**src/rtl/rf_arb_pkg.sv**
```systemverilog
// Shared widths, the PC index and the write-source encoding for the
// register-file write arbiter.
package rf_arb_pkg;

  localparam int unsigned DW   = 32;
  localparam int unsigned AW   = 4;
  localparam int unsigned NREG = 15;

  localparam logic [AW-1:0] PC_IDX = 4'd15;

  typedef enum logic [1:0] {
    SRC_NONE = 2'd0,
    SRC_WB   = 2'd1,
    SRC_M    = 2'd2,
    SRC_F    = 2'd3
  } src_e;

  // The PC is not a banked register and never lands in the register file.
  function automatic logic is_pc(input logic [AW-1:0] addr);
    return (addr == PC_IDX);
  endfunction

endpackage

```
**src/rtl/rf_skid_buf.sv**
```systemverilog
// One-entry result buffer for a slow writer: accepts a result only when empty
// and empties when the arbiter grants it.
module rf_skid_buf
  import rf_arb_pkg::*;
(
  input  logic          clk,
  input  logic          rst_n,
  input  logic          in_valid,
  input  logic [AW-1:0] in_addr,
  input  logic [DW-1:0] in_data,
  input  logic          clr,
  output logic          full,
  output logic [AW-1:0] addr,
  output logic [DW-1:0] data
);

  logic          full_d, full_q;
  logic [AW-1:0] addr_d, addr_q;
  logic [DW-1:0] data_d, data_q;

  // A grant only reaches a full buffer and a load only an empty one, so they never collide.
  always_comb begin
    full_d = full_q;
    addr_d = addr_q;
    data_d = data_q;
    if (clr) begin
      full_d = 1'b0;
    end else if (in_valid && !full_q) begin
      full_d = 1'b1;
      addr_d = in_addr;
      data_d = in_data;
    end else begin
      full_d = full_q;
    end
  end

  // Buffer state registers.
  always_ff @(posedge clk or negedge rst_n) begin
    if (!rst_n) begin
      full_q <= 1'b0;
      addr_q <= '0;
      data_q <= '0;
    end else begin
      full_q <= full_d;
      addr_q <= addr_d;
      data_q <= data_d;
    end
  end

  assign full = full_q;
  assign addr = addr_q;
  assign data = data_q;

endmodule

```
**config.mk**
```make
export PLATFORM = sky130hd
export DESIGN_NAME = rf_skid_buf
export DESIGN_NICKNAME = d
export VERILOG_FILES = /design/src/rtl/rf_arb_pkg.sv /design/src/rtl/rf_skid_buf.sv
export SDC_FILE = /design/constraint.sdc
export NUM_CORES = 1
export LEC_CHECK = 0
export ABC_AREA = 0
export CAP_MARGIN = 25
export CORE_MARGIN = 2
export CORE_UTILIZATION = 40
export DETAILED_ROUTE_END_ITERATION = 12
export GPL_TIMING_DRIVEN = 0
export PLACE_DENSITY = 0.89
export SLEW_MARGIN = 20
export SYNTH_ARGS = -nofsm -noshare
export SYNTH_HDL_FRONTEND = slang
export SYNTH_SLANG_ARGS = --single-unit
```
**constraint.sdc**
```tcl
create_clock -name clk -period 2.2 [get_ports clk]
set_input_delay 0.44 -clock clk [delete_from_list [all_inputs] [get_ports clk]]
set_output_delay 0.44 -clock clk [all_outputs]
set_load 0.05 [all_outputs]
```
==> impl_metrics.csv, run 1 <==
group,metric,value,unit
timing,rsz0062_at_grt,"false",
critical_path,critPathMaxStageDelay,0.82,ns
clock_network,clock_path_buffers,2,
floorplan,die-area,4350,sq um
critical_path,crit_required,1.76,ns
power_and_ir_drop,ir_drop,0.516,mV
critical_path,cp_num_buf_inv,1,
critical_path,worstSetupStartpointType,"flip-flop",
clock_network,cts_resized,0,
yosys,syn_inst,80,
placement,hpwlAfterDp,2340,um
critical_path,crit_end,"full",
run_status,run_status,"completed",
grt,grt_overflow,0,
timing,slew_headroom,65.2,%
yosys,syn_area_per_cell,19.2,sq um
power_and_ir_drop,power_density,963,nW/um^2
grt,grt_usage,16.2,%
clock_network,numCtsBuffers,5,
clock_network,insertion_delay,0.28,ns
detailed_routing,wire_per_inst,14.7,um
yosys,netlist_area,1540,sq um
floorplan,start_util,41.6,%
timing,hold_viol_final,0,
timing,post-route-period-util,87.6,%
yosys,ys_ff_latch,37,
floorplan,io_pins,77,
power_and_ir_drop,seq_power_share,37.4,%
power_and_ir_drop,power_switching,894,uW
yosys,synth.distinct_cells,7,
grt,grt_start_max_net_pins,32,
yosys,synth_edf_count,0,
timing,fmax,0.519,GHz
detailed_routing,avgViaCountPerCell,4.55,
min_path,holdPathStages,1,
power_and_ir_drop,power.leakage,1.07,nW
critical_path,path_class,"flip-flop to output port",
power_and_ir_drop,sw_frac_of_total,37.7,%
yosys,yosysTopAreaCell,"dfrtp_1",
floorplan,rows,22,
yosys,yosys-top-cells-count,"dfrtp_1, mux2_4, mux2_2",
timing,finClkSkew,0.00487,ns
clock_network,holdBufCountCts,1,
critical_path,cp.arrival,1.49,ns
finish,final_util,66.8,%
finish,nets,205,
critical_path,crit_chain,"clkdlybuf4s50_1",
detailed_routing,drc_errors,0,
yosys,yosysWarnings,0,
detailed_routing,via_count,974,
power_and_ir_drop,p_int,1.48,mW
critical_path,reg2reg_from,"full",
clock_network,clk_pin_slew,0.07,ns
critical_path,cp_top_family,"buffers and inverters",
power_and_ir_drop,clkPwrFrac,18.5,%
grt,met1_usage,19.1,%
yosys,synth_area_leaders,"dfrtp_1, mux2_4, mux2_2",
yosys,synth-main-ff-cell,"dfrtp_1",
yosys,synth_nets,120,
critical_path,reg2reg_depth,4,
yosys,yosysSeqAreaShare,60.3,%
critical_path,reg2reg_slack,0.84,ns
timing,timing.hold.ws,0.507,ns
critical_path,crit_cells,1,
clock_network,htree_num_levels,2,
placement,io_buffers,76,
grt,busiest_layer,"met2",
placement,finalWeightedCongestion,0.707,
clock_network,clockRootBuffer,"clkbuf_8",
flow_run,max-cap-violations,0,
detailed_routing,drt_iter0_markers,35,
timing,period_needed,1.93,ns
timing,worst_pin_slew,0.520,ns
critical_path,endpoint_kind,"output port",
floorplan,core,3690,sq um
yosys,yosysMostFrequentCell,"dfrtp_1",
power_and_ir_drop,combPwrFrac,44.1,%
detailed_routing,wirelength,3150,um
clock_network,cts.sink_count,37,
finish,drive_above_1_share,30.1,%
critical_path,timing.rr.end,"data[8]",
floorplan,dieHeight,66.0,um
grt,grtUsageMet3,6.98,%
timing,setup-violations-final,0,
timing,slew_viol_final,0,
finish,syn_to_final_growth,60.5,%
yosys,synth_top_area_share,60.3,%
critical_path,slowest_stage,"clkdlybuf4s50_1",
grt,grt_pass1_vias,1063,
critical_path,crit_path_start,"full",
clock_network,cts_tree,"built",
finish,num_antenna_cells,0,
floorplan,die_x,66.0,um
grt,grt_first_pass_wirelength,5130,um
critical_path,crit_fanout,3,
grt,grtUsageMet2,25.9,%
min_path,hp-class,"flip-flop to flip-flop",
yosys,async_flop_share,100,%
clock_network,post_cts_buffers,0,
grt,grt_antenna_before_repair,0,
min_path,min_from,"addr[1]",
detailed_routing,final_antenna_net_count,0,
detailed_routing,drtPass1Iterations,2,
cells by family (layout without fill, tap and decap cells):
logic type | count (synthesis) | count (layout) | share of synthesized area (%)
buf+inv | 4 | 90 | 4.65
flops | 37 | 37 | 60.3
mux | 36 | 36 | 33.7
simple gates | 3 | 3 | 1.30
cell usage in the layout, fill, tap and decap left out, drive strengths merged:
master         count
dlygate4sd3        1
buf                6
nor2               2
nor3b              1
clkinv             2
clkbuf             6
clkdlybuf4s50     75
dfrtp             37
mux2              36
through the flow:
step | setup TNS (ns) | instances | setup WS (ns) | power, mW | area [sq um]
after floorplan | 0 | 80 | 0.668 | 1.56 | 1540
after global placement | -2.42 | 204 | -0.0663 | 1.92 | 2360
after detailed placement | 0 | 205 | 0.318 | 1.94 | 2370
after CTS | 0 | 214 | 0.258 | 2.40 | 2460
after global routing | 0 | 214 | 0.213 | 2.47 | 2460
final | 0 | 214 | 0.272 | 2.37 | 2460
state kept, by name, indices dropped and copies added, names as in the netlist:
name,cells
data,32
addr,4
full,1
power by group through the flow:
stage          clock network, mW  registers, mW  logic, mW
2_1_floorplan                  0           1.35      0.211
3_3_place_gp                   0          0.887       1.04
3_5_place_dp                   0          0.892       1.05
4_1_cts                    0.458          0.887       1.05
5_1_grt                    0.488          0.901       1.08
6_report                   0.440          0.887       1.05
routing by layer:
metal	routed length, um	part of all wire [%]	up-vias
li1	-	-	444
met1	1300	41	473
met2	1490	47	51
met3	308	9.8	6
met4	52	1.7	0
met5	0	0	-
worst min-delay path by stage:
| stage | slack (ns) | end |
|---|---|---|
| final | 0.51 | addr[1] |
| after floorplan | 0.14 | addr[0] |
| after global placement | 0.49 | data[29] |
| after global routing | 0.52 | data[31] |
| after detailed placement | 0.29 | data[31] |
| after CTS | 0.51 | data[31] |
cell type report:
cell class                 instances  area, sq um
fill                             250         1220
sequential                        37          926
timing repair buffer              78          786
multi-input combinational         39          538
clock buffer                       6         72.6
buffer                             4         71.3
tap                               48         60.1
clock inverter                     2         10.0
(Power assumes the default switching activity.)
==> run 2: changes to the inputs <==
--- a/config.mk
+++ b/config.mk
@@ -11,6 +11,7 @@
 export CORE_UTILIZATION = 40
 export DETAILED_ROUTE_END_ITERATION = 12
 export GPL_TIMING_DRIVEN = 0
+export HOLD_SLACK_MARGIN = 0.1
 export PLACE_DENSITY = 0.89
 export SLEW_MARGIN = 20
 export SYNTH_ARGS = -nofsm -noshare
==> results of run 2 <==
Same layout as run 1: the final DEF is identical, and so are final timing and power.
